[src/rtl/div_pkg.sv]
// Shared constants and types for the sequential divider.
// Optional signed mode: define SEQ_DIVIDER8_SIGNED_EN.
package div_pkg;
  localparam int DIV_WIDTH = 8;
  localparam int DIV_ITERS = 8;
  localparam logic [DIV_WIDTH-1:0] DIV0_QUOTIENT = 8'hFF;

  typedef enum logic [1:0] {
    IDLE   = 2'd0,
    RUN    = 2'd1,
    FINISH = 2'd2
  } div_state_t;

  function automatic logic [DIV_WIDTH-1:0] abs_val(input logic [DIV_WIDTH-1:0] v);
    return v[DIV_WIDTH-1] ? -v : v;
  endfunction
endpackage

[src/rtl/div_trial_sub.sv]
// 9-bit trial subtractor: a - b as a + ~b + 1; borrow is the inverted carry-out.
// Purely combinational, no backpressure.
module div_trial_sub (
  input  logic [8:0] a,
  input  logic [8:0] b,
  output logic [8:0] difference,
  output logic       borrow
);
  logic carry;

  assign {carry, difference} = {1'b0, a} + {1'b0, ~b} + 10'd1;
  assign borrow = ~carry;
endmodule

[src/rtl/seq_divider8.sv]
// Restoring divider, one quotient bit per cycle; done 9 cycles after start (1 on divide-by-zero,
// 10 with SEQ_DIVIDER8_SIGNED_EN). start is ignored while busy.
module seq_divider8
  import div_pkg::*;
#(
  parameter int WIDTH = DIV_WIDTH
) (
  input  logic             clk,
  input  logic             rst_n,
  input  logic             start,
  input  logic [WIDTH-1:0] dividend,
  input  logic [WIDTH-1:0] divisor,
  output logic             busy,
  output logic             done,
  output logic [WIDTH-1:0] quotient,
  output logic [WIDTH-1:0] remainder,
  output logic             div_by_zero
);
  div_state_t       state_q, state_d;
  logic [3:0]       cnt_q, cnt_d;
  logic [WIDTH-1:0] dq_q, dq_d;
  logic [WIDTH-1:0] rem_q, rem_d;
  logic [WIDTH-1:0] dsr_q, dsr_d;
  logic             dz_q, dz_d;
  logic             busy_q, busy_d;
  logic             done_q, done_d;
  logic [WIDTH-1:0] quotient_q, quotient_d;
  logic [WIDTH-1:0] remainder_q, remainder_d;
  logic             div_by_zero_q, div_by_zero_d;
`ifdef SEQ_DIVIDER8_SIGNED_EN
  logic             qneg_q, qneg_d;
  logic             rneg_q, rneg_d;
  logic             fix_q, fix_d;
`endif

  logic [8:0] partial;
  logic [8:0] diff;
  logic       borrow;
  logic       diff_msb_unused;

  // dq_q shifts dividend bits out of the top while quotient bits enter at the bottom
  assign partial = {rem_q, dq_q[WIDTH-1]};

  div_trial_sub u_trial (
    .a          (partial),
    .b          ({1'b0, dsr_q}),
    .difference (diff),
    .borrow     (borrow)
  );

  // After a successful subtract the result is below the divisor, so bit 8 is always clear
  assign diff_msb_unused = diff[8];

  always_comb begin
    state_d       = state_q;
    cnt_d         = cnt_q;
    dq_d          = dq_q;
    rem_d         = rem_q;
    dsr_d         = dsr_q;
    dz_d          = dz_q;
    busy_d        = busy_q;
    done_d        = 1'b0;
    quotient_d    = quotient_q;
    remainder_d   = remainder_q;
    div_by_zero_d = div_by_zero_q;
`ifdef SEQ_DIVIDER8_SIGNED_EN
    qneg_d        = qneg_q;
    rneg_d        = rneg_q;
    fix_d         = fix_q;
`endif

    case (state_q)
      IDLE: begin
        if (start) begin
          busy_d = 1'b1;
          cnt_d  = '0;
          if (divisor == '0) begin
            dq_d    = DIV0_QUOTIENT;
            rem_d   = dividend;
            dsr_d   = '0;
            dz_d    = 1'b1;
            state_d = FINISH;
`ifdef SEQ_DIVIDER8_SIGNED_EN
            qneg_d  = 1'b0;
            rneg_d  = 1'b0;
            fix_d   = 1'b1;
`endif
          end else begin
            rem_d   = '0;
            dz_d    = 1'b0;
            state_d = RUN;
`ifdef SEQ_DIVIDER8_SIGNED_EN
            dq_d    = abs_val(dividend);
            dsr_d   = abs_val(divisor);
            qneg_d  = dividend[WIDTH-1] ^ divisor[WIDTH-1];
            rneg_d  = dividend[WIDTH-1];
            fix_d   = 1'b0;
`else
            dq_d    = dividend;
            dsr_d   = divisor;
`endif
          end
        end
      end

      RUN: begin
        dq_d  = {dq_q[WIDTH-2:0], ~borrow};
        rem_d = borrow ? partial[WIDTH-1:0] : diff[WIDTH-1:0];
        cnt_d = cnt_q + 4'd1;
        if (cnt_q == 4'(DIV_ITERS - 1)) begin
          state_d = FINISH;
        end
      end

      FINISH: begin
`ifdef SEQ_DIVIDER8_SIGNED_EN
        if (!fix_q) begin
          // Extra cycle restores signs on the magnitude results
          fix_d = 1'b1;
          dq_d  = qneg_q ? -dq_q : dq_q;
          rem_d = rneg_q ? -rem_q : rem_q;
        end else begin
`endif
          done_d        = 1'b1;
          busy_d        = 1'b0;
          quotient_d    = dq_q;
          remainder_d   = rem_q;
          div_by_zero_d = dz_q;
          state_d       = IDLE;
`ifdef SEQ_DIVIDER8_SIGNED_EN
        end
`endif
      end

      default: begin
        state_d = IDLE;
        busy_d  = 1'b0;
      end
    endcase
  end

  always_ff @(posedge clk or negedge rst_n) begin
    if (!rst_n) begin
      state_q       <= IDLE;
      cnt_q         <= '0;
      dq_q          <= '0;
      rem_q         <= '0;
      dsr_q         <= '0;
      dz_q          <= 1'b0;
      busy_q        <= 1'b0;
      done_q        <= 1'b0;
      quotient_q    <= '0;
      remainder_q   <= '0;
      div_by_zero_q <= 1'b0;
`ifdef SEQ_DIVIDER8_SIGNED_EN
      qneg_q        <= 1'b0;
      rneg_q        <= 1'b0;
      fix_q         <= 1'b0;
`endif
    end else begin
      state_q       <= state_d;
      cnt_q         <= cnt_d;
      dq_q          <= dq_d;
      rem_q         <= rem_d;
      dsr_q         <= dsr_d;
      dz_q          <= dz_d;
      busy_q        <= busy_d;
      done_q        <= done_d;
      quotient_q    <= quotient_d;
      remainder_q   <= remainder_d;
      div_by_zero_q <= div_by_zero_d;
`ifdef SEQ_DIVIDER8_SIGNED_EN
      qneg_q        <= qneg_d;
      rneg_q        <= rneg_d;
      fix_q         <= fix_d;
`endif
    end
  end

  assign busy        = busy_q;
  assign done        = done_q;
  assign quotient    = quotient_q;
  assign remainder   = remainder_q;
  assign div_by_zero = div_by_zero_q;
endmodule

[config.mk]
export PLATFORM = sky130hd
export DESIGN_NAME = seq_divider8
export DESIGN_NICKNAME = d
export VERILOG_FILES = /design/src/rtl/div_pkg.sv /design/src/rtl/div_trial_sub.sv /design/src/rtl/seq_divider8.sv
export SDC_FILE = /design/constraint.sdc
export NUM_CORES = 1
export LEC_CHECK = 0
export BUFFER_PORTS_ARGS = -buffer_cell sky130_fd_sc_hd__buf_4
export CAP_MARGIN = 5
export CELL_PAD_IN_SITES_DETAIL_PLACEMENT = 0
export CELL_PAD_IN_SITES_GLOBAL_PLACEMENT = 2
export CORE_MARGIN = 1.5
export CORE_UTILIZATION = 40
export CTS_BUF_LIST = sky130_fd_sc_hd__clkbuf_4
export CTS_CLUSTER_DIAMETER = 80
export CTS_CLUSTER_SIZE = 8
export DETAILED_ROUTE_END_ITERATION = 16
export PLACE_DENSITY = 0.91
export SLEW_MARGIN = 20
export SYNTH_ARGS = -nofsm -noshare
export SYNTH_HDL_FRONTEND = slang
export SYNTH_SLANG_ARGS = --single-unit
[constraint.sdc]
create_clock -name clk -period 4.5 [get_ports clk]
set_input_delay 0.45 -clock clk [delete_from_list [all_inputs] [get_ports clk]]
set_output_delay 0.45 -clock clk [all_outputs]
set_load 0.005 [all_outputs]
# Word level (Yosys, flattened, before mapping)
# Index checks and enable logic that the tools add are counted.
dict set report totals {
  reg_bits 50
  output_inout_bits 19
  wordCells 46
  inputBits 19
}
dict set report op_classes {
  n_eq_ne 5
  add_sub_neg 3
  mux 18
  n_reduce_logical 7
  bitwise 2
}
# cell n
set ops {}
lappend ops {{8-bit 2-to-1 mux} 6}
lappend ops {{8-bit case mux with 2 select lines} 2}
lappend ops {{10-bit by 1-bit adder with 10-bit output, second input constant} 1}
lappend ops {{9-bit by 9-bit adder with 10-bit output} 1}
lappend ops {{8-bit inverter with 9-bit output} 1}
lappend ops {{8-bit zero test} 1}
lappend ops {{4-bit case mux with 2 select lines} 1}
lappend ops {{2-bit AND reduction} 4}
lappend ops {{2-bit 2-to-1 mux} 3}
lappend ops {{4-bit by 1-bit adder with 4-bit output, second input constant} 1}
lappend ops {{4-bit by 3-bit == test with 1-bit output, second input constant} 1}
lappend ops {{4-bit 2-to-1 mux} 1}
lappend ops {{2-bit != test, second input constant} 2}
lappend ops {{2-bit case mux with 2 select lines} 1}
lappend ops {{1-bit 2-to-1 mux} 3}
lappend ops {{2-bit by 1-bit == test with 1-bit output, second input constant} 1}
lappend ops {{2-bit == test, second input constant} 1}
lappend ops {{2-bit zero test} 1}
lappend ops {{1-bit case mux with 2 select lines} 1}
lappend ops {{2-bit nonzero test} 1}
lappend ops {{1-bit inverter} 1}

# Logic depth before layout (Yosys ltp)
# Gate-level depths: netlist of the first run.
dict set report depth {
  depth_word 5
  depth_mapped 8
  ltp_nobuf 8
}

# Modules after synthesis
# A second synthesis of the first run with hierarchy kept.
dict set report unflattened {
  hier_cells 271
  area_unflattened_um2 2765.2
}
# mod area_per_inst_um2 instances cells_per_inst seq_area_each_um2
set by_module_without_submodules {}
lappend by_module_without_submodules {seq_divider8 2322.2 1 211 1251.2}
lappend by_module_without_submodules {div_trial_sub 442.9 1 60 0.0}

# Worst setup path after synthesis of the first run
# No wires, ideal clock.
dict set report synth_timing {
  kind {reg-to-reg}
  startpoint {register rem_q[5]}
  endpoint {register rem_q[0]}
  arrival_ns 1.732
  setup_slack_ns 2.642
  period_less_slack_ns 1.858
  setup_time_ns 0.126
  n_path_buf 1
  stages_incl_launch_ff 8
  t_required_ns 4.374
  cell_sequence {dfrtp_1 > ha_1 > a21oi_1 > o221ai_1 > a21oi_2 > buf_4 > mux2i_1 > a221o_1}
}
dict set report synth_between {
  elab_chain_cells 4
}
# item line_no
set synth_lines {}
lappend synth_lines {{start: declaration} seq_divider8.sv:22} ;# logic [WIDTH-1:0] rem_q, rem_d;
lappend synth_lines {{start signal: assignment} seq_divider8.sv:164} ;# rem_q <= rem_d;
lappend synth_lines {{9-bit by 9-bit adder with 10-bit output} div_trial_sub.sv:11} ;# assign {carry, difference} = {1'b0, a} + {1'b0, ~b} + 10'd1;
lappend synth_lines {{10-bit by 1-bit adder with 10-bit output} div_trial_sub.sv:11}
lappend synth_lines {{8-bit 2-to-1 mux} seq_divider8.sv:108} ;# rem_d = borrow ? partial[WIDTH-1:0] : diff[WIDTH-1:0];
lappend synth_lines {{8-bit case mux with 2 select lines} seq_divider8.sv:72} ;# case (state_q)
# Every way passes these cells.
# A chain may end at the register's enable or synchronous reset.

# Final worst setup path of the first run
dict set report layout_timing {
  startpoint {register rem_q[5]}
  endpoint {register rem_q[1]}
}
# The elaborated chain is that of the path after synthesis.

==> results of run 1 <==
## critical path, delay by kind of cell (launching register included)
| kind | cells | cell delay [ns] |
|---|---|---|
| mux | 1 | 0.40 |
| flops | 1 | 0.46 |
| fa+ha+maj | 1 | 0.39 |
| compound gates | 4 | 1.06 |
## metal layers
layer | track usage | vias up | routed length [µm]
met1 | 0.239 | 928 | 2650
met5 | 0 | - | 0
met3 | 0.0368 | 13 | 309
met2 | 0.273 | 52 | 2700
li1 | - | 965 | -
met4 | 0.0773 | 0 | 140
## layout make-up
cell class / count / area [µm²]
multi-input cells: 176 / 1210
repair buffers: 38 / 285
fillers: 630 / 3290
clock buffers: 5 / 37.5
inverters: 14 / 52.6
well taps: 77 / 96.3
flip-flops and latches: 50 / 1250
clock inverters: 3 / 47.5
## kinds of logic after synthesis
family,synth area share
AO/OA/AOI/OAI,0.160
adder cells (fa/ha/maj),0.0514
XOR/XNOR,0.0136
flip-flops,0.485
multiplexers,0.0980
AND/OR/NAND/NOR,0.148
buffers and inverters,0.0441
## worst max path at each step
stage / start / end / slack [ns] / cells after the start
after CTS: rem_q[5] / rem_q[1] / 2.12 / 6
after detailed placement: rem_q[5] / rem_q[1] / 2.17 / 6
after floorplan: rem_q[5] / rem_q[0] / 2.64 / 7
after global placement: rem_q[5] / rem_q[1] / 2.27 / 6
after global routing: rem_q[5] / rem_q[1] / 2.01 / 6
final: rem_q[5] / rem_q[1] / 2.10 / 6
## Yosys cell counts, types with 2 or more instances
master and n:
sky130_fd_sc_hd__clkbuf_1 6, sky130_fd_sc_hd__o21ai_1 7, sky130_fd_sc_hd__nor3_1 8, sky130_fd_sc_hd__mux2i_1 5, sky130_fd_sc_hd__nor2_1 20, sky130_fd_sc_hd__o21ai_0 13, sky130_fd_sc_hd__or4_4 2, sky130_fd_sc_hd__dfrtp_1 50
sky130_fd_sc_hd__and3_1 2, sky130_fd_sc_hd__o22ai_1 5, sky130_fd_sc_hd__inv_1 14, sky130_fd_sc_hd__o31ai_1 6, sky130_fd_sc_hd__mux2_2 17, sky130_fd_sc_hd__nand3_1 2, sky130_fd_sc_hd__nand2_1 23, sky130_fd_sc_hd__nor2b_1 4
sky130_fd_sc_hd__ha_1 9, sky130_fd_sc_hd__buf_2 4, sky130_fd_sc_hd__nand3b_1 2, sky130_fd_sc_hd__a21o_1 3, sky130_fd_sc_hd__a21oi_1 13, sky130_fd_sc_hd__nand2b_1 3, sky130_fd_sc_hd__xor2_1 3, sky130_fd_sc_hd__nor2_2 2
sky130_fd_sc_hd__a221oi_1 3
## per-stage QoR
stage	utilization	instances	hold WS (ns)	instance area, µm²
2_1_floorplan	-	252	0.154	2580
3_3_place_gp	0.462	355	0.462	2900
3_5_place_dp	0.462	355	0.472	2900
4_1_cts	0.476	363	0.0808	2990
5_1_grt	0.476	363	0.110	2990
6_report	0.476	363	0.0658	2990
## flip-flops by register name, indices dropped and copies added, names as in the netlist, 2 cells and up
name	count
quotient	8
remainder	8
dq_q	8
dsr_q	8
cnt_q	4
rem_q	8
state_q	2
## cell usage in the layout, fill, tap and decap left out, types with 2 or more instances in the layout
cell type,count
sky130_fd_sc_hd__o22ai_1,5
sky130_fd_sc_hd__inv_1,14
sky130_fd_sc_hd__o21ai_1,7
sky130_fd_sc_hd__o31ai_1,6
sky130_fd_sc_hd__a21o_1,3
sky130_fd_sc_hd__ha_1,9
sky130_fd_sc_hd__mux2_2,17
sky130_fd_sc_hd__mux2i_1,5
sky130_fd_sc_hd__nor2_2,2
sky130_fd_sc_hd__o21ai_0,13
sky130_fd_sc_hd__or4_4,2
sky130_fd_sc_hd__and3_1,2
sky130_fd_sc_hd__nand2b_1,3
sky130_fd_sc_hd__a221oi_1,3
sky130_fd_sc_hd__nand2_1,23
sky130_fd_sc_hd__nor2b_1,4
sky130_fd_sc_hd__nand3b_1,2
sky130_fd_sc_hd__xor2_1,3
sky130_fd_sc_hd__buf_4,38
sky130_fd_sc_hd__dfrtp_1,50
sky130_fd_sc_hd__nor3_1,8
sky130_fd_sc_hd__a21oi_1,13
sky130_fd_sc_hd__nand3_1,2
sky130_fd_sc_hd__clkbuf_4,5
sky130_fd_sc_hd__nor2_1,20
## power groups by stage
stage / registers [mW] / clock network, mW / logic [mW]
after floorplan: 0.762 / 0 / 0.930
after global placement: 0.792 / 0 / 1.21
after detailed placement: 0.796 / 0 / 1.22
after CTS: 0.785 / 0.286 / 1.23
after global routing: 0.813 / 0.300 / 1.38
final: 0.785 / 0.277 / 1.23
==> summary.md, run 1 <==
| Metric | Value |
|---|---|
| Status | complete, no violations |
| Leading cell types by total area after synthesis | sky130_fd_sc_hd__dfrtp_1 (48%), sky130_fd_sc_hd__mux2_2 (7.4%), sky130_fd_sc_hd__ha_1 (4.4%) |
| Fraction of synthesis flops using an asynchronous set or reset pin | 1.00 |
| Internal portion of total power | 1.35 mW |
| Clk Tree Root Cell | sky130_fd_sc_hd__clkbuf_4 |
| Quantity of I/O buffers inserted on ports | 37 |
| Fraction of post-synthesis cell area in the top cell type by area | 0.485 |
| Layout overhead on the synthesized area | 15.7% |
| Count of warnings emitted by yosys | 0 |
| GRT Residual Overflow | 0 |
| Number of antenna violations at the first check in global routing | 0 |
| FF-to-FF Start | rem_q[5] |
| HPWL after DPL | 4090 µm |
| Horizontal die dimension | 83.3 µm |
| Clock-pin slew on the worst setup and hold paths | 0.16 ns |
| Kind of launch point of the worst setup path | flop |
| Max-cap violations | 0 |
| Remaining antenna violation count | 0 |
| Number of nets in the layout | 314 |
| Post-Route WL | 5800 µm |
| Type of the setup path with the least slack | flop to flop |
| Buffer depth of the longest clock path | 2 |
| Worst-Skew Late Latency | 0.39 ns |
| NetSw | 0.941 mW |
| Summed negative setup slack over all endpoints | 0 ns |
| Top-Level Pins | 38 |
| Vias in the first global route | 1910 |
| Setup repair after global routing missed its margin | false |
| Hold Violations, Final | 0 |
| Worst IR drop on VDD | 375 µV |
| Number of nets produced by synthesis | 281 |
| CTS tree | built |
| Maximum fanout count along the critical path | 11 |
| Residual DRC | 0 |
| Flop pwr share | 0.343 |
| Overall Global Routing Usage | 0.176 |
| Endpoint arrival time on the critical path | 2.70 ns |
| Clock group share of total power | 0.121 |
| Final GP Congestion | 0.830 |
| Effective utilization at floorplan | 0.411 |
| Synth cell types | 51 |
| Core Area | 6280 µm² |
| Detail-routed net length per standard cell | 16.0 µm |
| Setup violators final | 0 |
| Design Power | 2.29 mW |
| Post-Syn Area per Cell | 10.2 µm² |
| Area enclosed by the die boundary | 6940 µm² |
| Number of cells on the worst reg-to-reg path | 6 |
| Worst-Margin Slew | 0.968 ns |
| Switching Share | 0.412 |
| Final antenna diode count | 0 |
| Reg2Reg Setup Slack | 2.10 ns |
| Proportion of layout cells with a drive suffix above 1 | 0.252 |
| Die height | 83.3 µm |
| Critical path data required time | 4.80 ns |
| Crit-path max cell delay | 0.53 ns |
| First-pass iteration count of the detailed router | 4 |
| Class of the tightest hold or removal check | primary input to async pin |
| Number of flip-flops and latches in the synthesized netlist | 50 |
| Pin count of the biggest net entering global routing | 51 |
| Cell at the slowest stage of the critical path | sky130_fd_sc_hd__a21oi_2 |
| Starting DRT DRC Count | 83 |
| Row count | 29 |
| Cts-stage hold buffer count | 0 |
| CP endpoint kind | flop |
| Max Clk Rate | 417 MHz |
| Minimum setup slack in the final design | 2.10 ns |
| Clock skew after layout | 0.0149 ns |
| Post-route clock period utilization | 0.533 |
| Vias per std cell | 5.39 |
| Cell-by-cell listing of the critical path | ha_1, a21oi_1, o221ai_1, a21oi_2, mux2_2, o22ai_1 |
| Clock sink total | 50 |
| Count of flip-flops with a built-in enable after synthesis | 0 |
| Number of vias in the routed layout | 1958 |
| Cell taking the most area after synthesis | sky130_fd_sc_hd__dfrtp_1 |
| Number of setup buffers added after CTS | 0 |
| Sequential-to-total area share from yosys stat | 0.485 |
| Number of buffers created by CTS | 5 |
| Power density relative to cell area | 766 nW/µm² |
| Synthesized cell area | 2580 µm² |
| Static Leakage | 1.42 nW |
| First-pass GRT wire length | 9670 µm |
| FF-to-FF End | rem_q[1] |
| Post-place setup slack | 2.17 ns |
| Post-CTS Resized | 0 |
| Number of H-tree branching levels | 2 |
| Max-slew headroom | 0.355 |
| Prevailing post-synth register cell | sky130_fd_sc_hd__dfrtp_1 |
| Comb pwr share | 0.536 |
| Cells after Synth | 252 |
| Minimum period implied by the final worst setup slack | 2.40 ns |
| Number of slew-limit violations in the final report | 0 |
Note: power is estimated with default switching activity, not from simulation.
==> run 2, diff against run 1 <==
--- a/config.mk
+++ b/config.mk
@@ -5,17 +5,18 @@
 export SDC_FILE = /design/constraint.sdc
 export NUM_CORES = 1
 export LEC_CHECK = 0
+export ABC_AREA = 1
 export BUFFER_PORTS_ARGS = -buffer_cell sky130_fd_sc_hd__buf_4
 export CAP_MARGIN = 5
 export CELL_PAD_IN_SITES_DETAIL_PLACEMENT = 0
 export CELL_PAD_IN_SITES_GLOBAL_PLACEMENT = 2
 export CORE_MARGIN = 1.5
-export CORE_UTILIZATION = 40
+export CORE_UTILIZATION = 32
 export CTS_BUF_LIST = sky130_fd_sc_hd__clkbuf_4
 export CTS_CLUSTER_DIAMETER = 80
 export CTS_CLUSTER_SIZE = 8
 export DETAILED_ROUTE_END_ITERATION = 16
-export PLACE_DENSITY = 0.91
+export PLACE_DENSITY = 0.84
 export SLEW_MARGIN = 20
 export SYNTH_ARGS = -nofsm -noshare
 export SYNTH_HDL_FRONTEND = slang
==> constraint.sdc (replaced) <==
create_clock -name clk -period 2.2 [get_ports clk]
set_input_delay 0.22 -clock clk [delete_from_list [all_inputs] [get_ports clk]]
set_output_delay 0.22 -clock clk [all_outputs]
set_load 0.005 [all_outputs]
==> run 2 against run 1 <==
Effect of this change: non-clock buffer count grew 3; utilization shrank 9.2 points; clock power grew 85%; critical endpoint is now rem_q[6]; largest power group unchanged.
==> summary.md, run 2 <==
| Metric | Value |
|---|---|
| Synth cell types | 32 (-37%) |
| Vias per std cell | 4.66 (-14%) |
| Setup violators final | 0 (unchanged) |
| Number of nets in the layout | 391 (+25%) |
| Area of all placed cells without fillers | 3120 µm² (+4.4%) |
| Remaining antenna violation count | 0 (unchanged) |
| First-pass iteration count of the detailed router | 4 (unchanged) |
| Power density relative to cell area | 1630 nW/µm² (+110%) |
| GRT Residual Overflow | 0 (unchanged) |
| Prevailing post-synth register cell | sky130_fd_sc_hd__dfrtp_1 |
| Static Leakage | 1.57 nW (+11%) |
| Clock-pin slew on the worst setup and hold paths | 0.14 ns (-0.02 ns) |
| Ranking of synthesized cells by instance count | sky130_fd_sc_hd__nand2_1 (89), sky130_fd_sc_hd__dfrtp_1 (50), sky130_fd_sc_hd__inv_1 (39) |
| Comb pwr share | 0.584 (+0.048) |
| Cell-by-cell listing of the critical path | ha_1, nand2_1, nand2_1, a21oi_4, nand3_4, nand2_2, nand2_1, a21oi_1, nor2_1 |
| Max Clk Rate | 523 MHz (+26%) |
| Number of nets produced by synthesis | 353 (+26%) |
| Die height | 94.0 µm (+13%) |
| Post-route clock period utilization | 0.869 (+0.336) |
| Synthesized cell area | 2650 µm² (+2.8%) |
| Clock sink total | 50 (unchanged) |
| Commonest non-fill, non-tap cell in the layout | sky130_fd_sc_hd__nand2_1 |
| Fraction of post-synthesis cell area in the top cell type by area | 0.472 (-0.0130) |
| Critical path data required time | 2.46 ns (-2.34 ns) |
| Hold Violations, Final | 0 (unchanged) |
| Number of buffers created by CTS | 5 (unchanged) |
| First-pass GRT wire length | 10300 µm (+6.2%) |
| Flop pwr share | 0.315 (-0.028) |
| Sequential-to-total area share from yosys stat | 0.472 (-0.0130) |
| Residual DRC | 0 (unchanged) |
| Endpoint arrival time on the critical path | 2.17 ns (-0.53 ns) |
| Worst IR drop on VDD | 515 µV (+37%) |
| Status | complete, no violations |
| Fraction of synthesis flops using an asynchronous set or reset pin | 1.00 (unchanged) |
| Cells after Synth | 324 (+29%) |
| Top-Level Pins | 38 (unchanged) |
| Worst Hold Launch | divisor[0] |
| Worst hold margin | 0.0705 ns (+0.00463 ns) |
| Worst-Skew Late Latency | 0.35 ns (-0.04 ns) |
| Count of warnings emitted by yosys | 0 (unchanged) |
| CP endpoint kind | flop |
| Post-Syn Area per Cell | 8.18 µm² (-20%) |
| Kind of launch point of the worst setup path | flop |
| HPWL after DPL | 4530 µm (+11%) |
| CTS tree | built |
| Number of H-tree branching levels | 2 (unchanged) |
| Layout overhead on the synthesized area | 17.6% |
| Summed negative setup slack over all endpoints | 0 ns (unchanged) |
| Overall Global Routing Usage | 0.149 (-0.0278) |
| Final GP Congestion | 0.796 (-4.1%) |
| Number of cells on the worst reg-to-reg path | 9 (+3) |
| Max-slew headroom | 0.482 (+0.127) |
| Met2 routed WL | 2550 µm (-5.3%) |
| Minimum period implied by the final worst setup slack | 1.91 ns (-0.488 ns) |
| Leading cell types by total area after synthesis | sky130_fd_sc_hd__dfrtp_1 (47%), sky130_fd_sc_hd__nand2_1 (13%), sky130_fd_sc_hd__inv_1 (5.5%) |
| Cell at the slowest stage of the critical path | sky130_fd_sc_hd__dfrtp_1 |
| Detail-routed net length per standard cell | 12.9 µm (-19%) |
| Final antenna diode count | 0 (unchanged) |
| Clock skew after layout | 0.00888 ns (-0.00598 ns) |
| Setup repair after global routing missed its margin | false |
| Proportion of layout cells with a drive suffix above 1 | 0.176 (-0.0754) |
| Buffer depth of the longest clock path | 2 (unchanged) |
| Switching Share | 0.458 (+0.0464) |
| Clk Tree Root Cell | sky130_fd_sc_hd__clkbuf_4 |
| Class of the tightest hold or removal check | primary input to flop |
| Count of flip-flops with a built-in enable after synthesis | 0 (unchanged) |
| Crit-path max cell delay | 0.45 ns (-0.08 ns) |
| Vias in the first global route | 2053 (+7.5%) |
| Row count | 33 (+14%) |
| Quantity of I/O buffers inserted on ports | 37 (unchanged) |
| Critical Path Source | rem_q[5] |
| WL met3 | 252 µm (-18%) |
| Area enclosed by the die boundary | 8840 µm² (+27%) |
| Core Area | 8130 µm² (+30%) |
| End point of the critical path | rem_q[6] |
| Number of antenna violations at the first check in global routing | 0 (unchanged) |
| Most repeated cell in the gate-level netlist after synthesis | sky130_fd_sc_hd__nand2_1 |
| Max-cap violations | 0 (unchanged) |
| Number of slew-limit violations in the final report | 0 (unchanged) |
| NetSw | 2.32 mW (+150%) |
| Number of vias in the routed layout | 2181 (+11%) |
| Cell taking the most area after synthesis | sky130_fd_sc_hd__dfrtp_1 |
| Most frequent cells in the layout | sky130_fd_sc_hd__nand2_1 (89), sky130_fd_sc_hd__dfrtp_1 (50), sky130_fd_sc_hd__buf_4 (40), sky130_fd_sc_hd__inv_1 (39), sky130_fd_sc_hd__o21ai_0 (28) |
| Topmost layer with routed signal wires | met4 |
| Clock group share of total power | 0.101 (-0.020) |
| Pin count of the biggest net entering global routing | 51 (unchanged) |
| Wire length the detailed router placed on met1 | 3190 µm (+20%) |
| Internal portion of total power | 2.75 mW (+100%) |
| Placed instance area | 3030 µm² (+4.5%) |
| Number of flip-flops and latches in the synthesized netlist | 50 (unchanged) |
| FF-to-FF End | rem_q[6] |
| FF-to-FF Start | rem_q[5] |
| Worst-Margin Slew | 0.776 ns (-0.192 ns) |
| Type of the setup path with the least slack | flop to flop |
| Post-Route WL | 6040 µm (+4.1%) |
| Starting DRT DRC Count | 118 (+42%) |
| Most frequent cell on the critical path | sky130_fd_sc_hd__nand2_1 |
| Reg2Reg Setup Slack | 0.29 ns (-1.81 ns) |
| Maximum fanout count along the critical path | 9 (-2) |
| Horizontal die dimension | 94.0 µm (+13%) |
| Effective utilization at floorplan | 0.326 (-0.0851) |
-- run 2: cell types whose count changed after synthesis, sizes merged, moves of 7 or more --
| cell | before | now |
|---|---|---|
| inv | 14 | 42 |
| mux2 | 18 | 0 |
| nand2 | 23 | 92 |
| nand3 | 2 | 23 |
| nand4 | 0 | 7 |
| nor3 | 9 | 0 |
| o21ai | 20 | 29 |
-- run 2: how the worst min path moves through the flow --
stage / cells past startpoint / slack, ns / end
2_1_floorplan: 0 / -0.08 / busy
3_3_place_gp: 1 / 0.29 / quotient[3]
3_5_place_dp: 1 / 0.28 / quotient[3]
4_1_cts: 3 / 0.06 / dsr_q[0]
5_1_grt: 3 / 0.07 / dsr_q[0]
6_report: 3 / 0.07 / dsr_q[0]
-- run 2: area by class of cell --
cell class / count / area (µm²)
Tap cell: 105 / 131
Clock inverter: 3 / 40.0
Sequential cell: 50 / 1250
Timing Repair Buffer: 41 / 310
Multi-Input combinational cell: 222 / 1190
Fill cell: 843 / 5020
Inverter: 42 / 160
Clock buffer: 5 / 37.5
-- run 2: logic make-up (layout without fill, tap and decap cells) --
| logic type | after synthesis | in the layout | share of synthesized area |
|---|---|---|---|
| buffers and inverters | 52 | 91 | 0.0802 |
| AO/OA/AOI/OAI | 59 | 59 | 0.129 |
| AND/OR/NAND/NOR | 150 | 150 | 0.259 |
| flip-flops | 50 | 50 | 0.472 |
| XOR/XNOR | 3 | 3 | 0.00991 |
| adder cells (fa/ha/maj) | 10 | 10 | 0.0500 |
-- run 2: worst max-delay path: cells and delay by family (launching register included) --
family / cells / cell delay (ns)
adder cells (fa/ha/maj): 1 / 0.38
AND/OR/NAND/NOR: 6 / 0.59
AO/OA/AOI/OAI: 2 / 0.40
flip-flops: 1 / 0.45
-- run 2: metal layers --
layer  up-vias  GRT usage
li1       1141          -
met1       987      0.231
met2        48      0.216
met3         5     0.0267
met4         0     0.0261
met5         -          0
-- run 2: per-stage QoR --
step,power (mW),utilization,setup slack (ns),instances
detailed placement,4.59,0.373,0.330,459
floorplan,3.77,-,0.551,324
finish,5.07,0.383,0.288,468
global route,5.67,0.383,0.144,468
global placement,4.60,0.373,0.355,459
CTS,5.12,0.383,0.296,468
-- run 2: what timing repair did --
| action | 4_1_cts | 5_1_grt |
|---|---|---|
| gates resized for setup | 0 | 0 |
| endpoints found under the hold margin | 50 | 0 |
| buffers inserted | 0 | 0 |
| hold buffers | 1 | 0 |
-- run 2: power by group through the flow --
stage               Clock, mW  Sequential [mW]  Combinational, mW
global route            0.594             1.65               3.43
floorplan                   0             1.58               2.19
global placement            0             1.61               2.99
finish                  0.512             1.60               2.96
detailed placement          0             1.62               2.97
CTS                     0.533             1.60               2.98
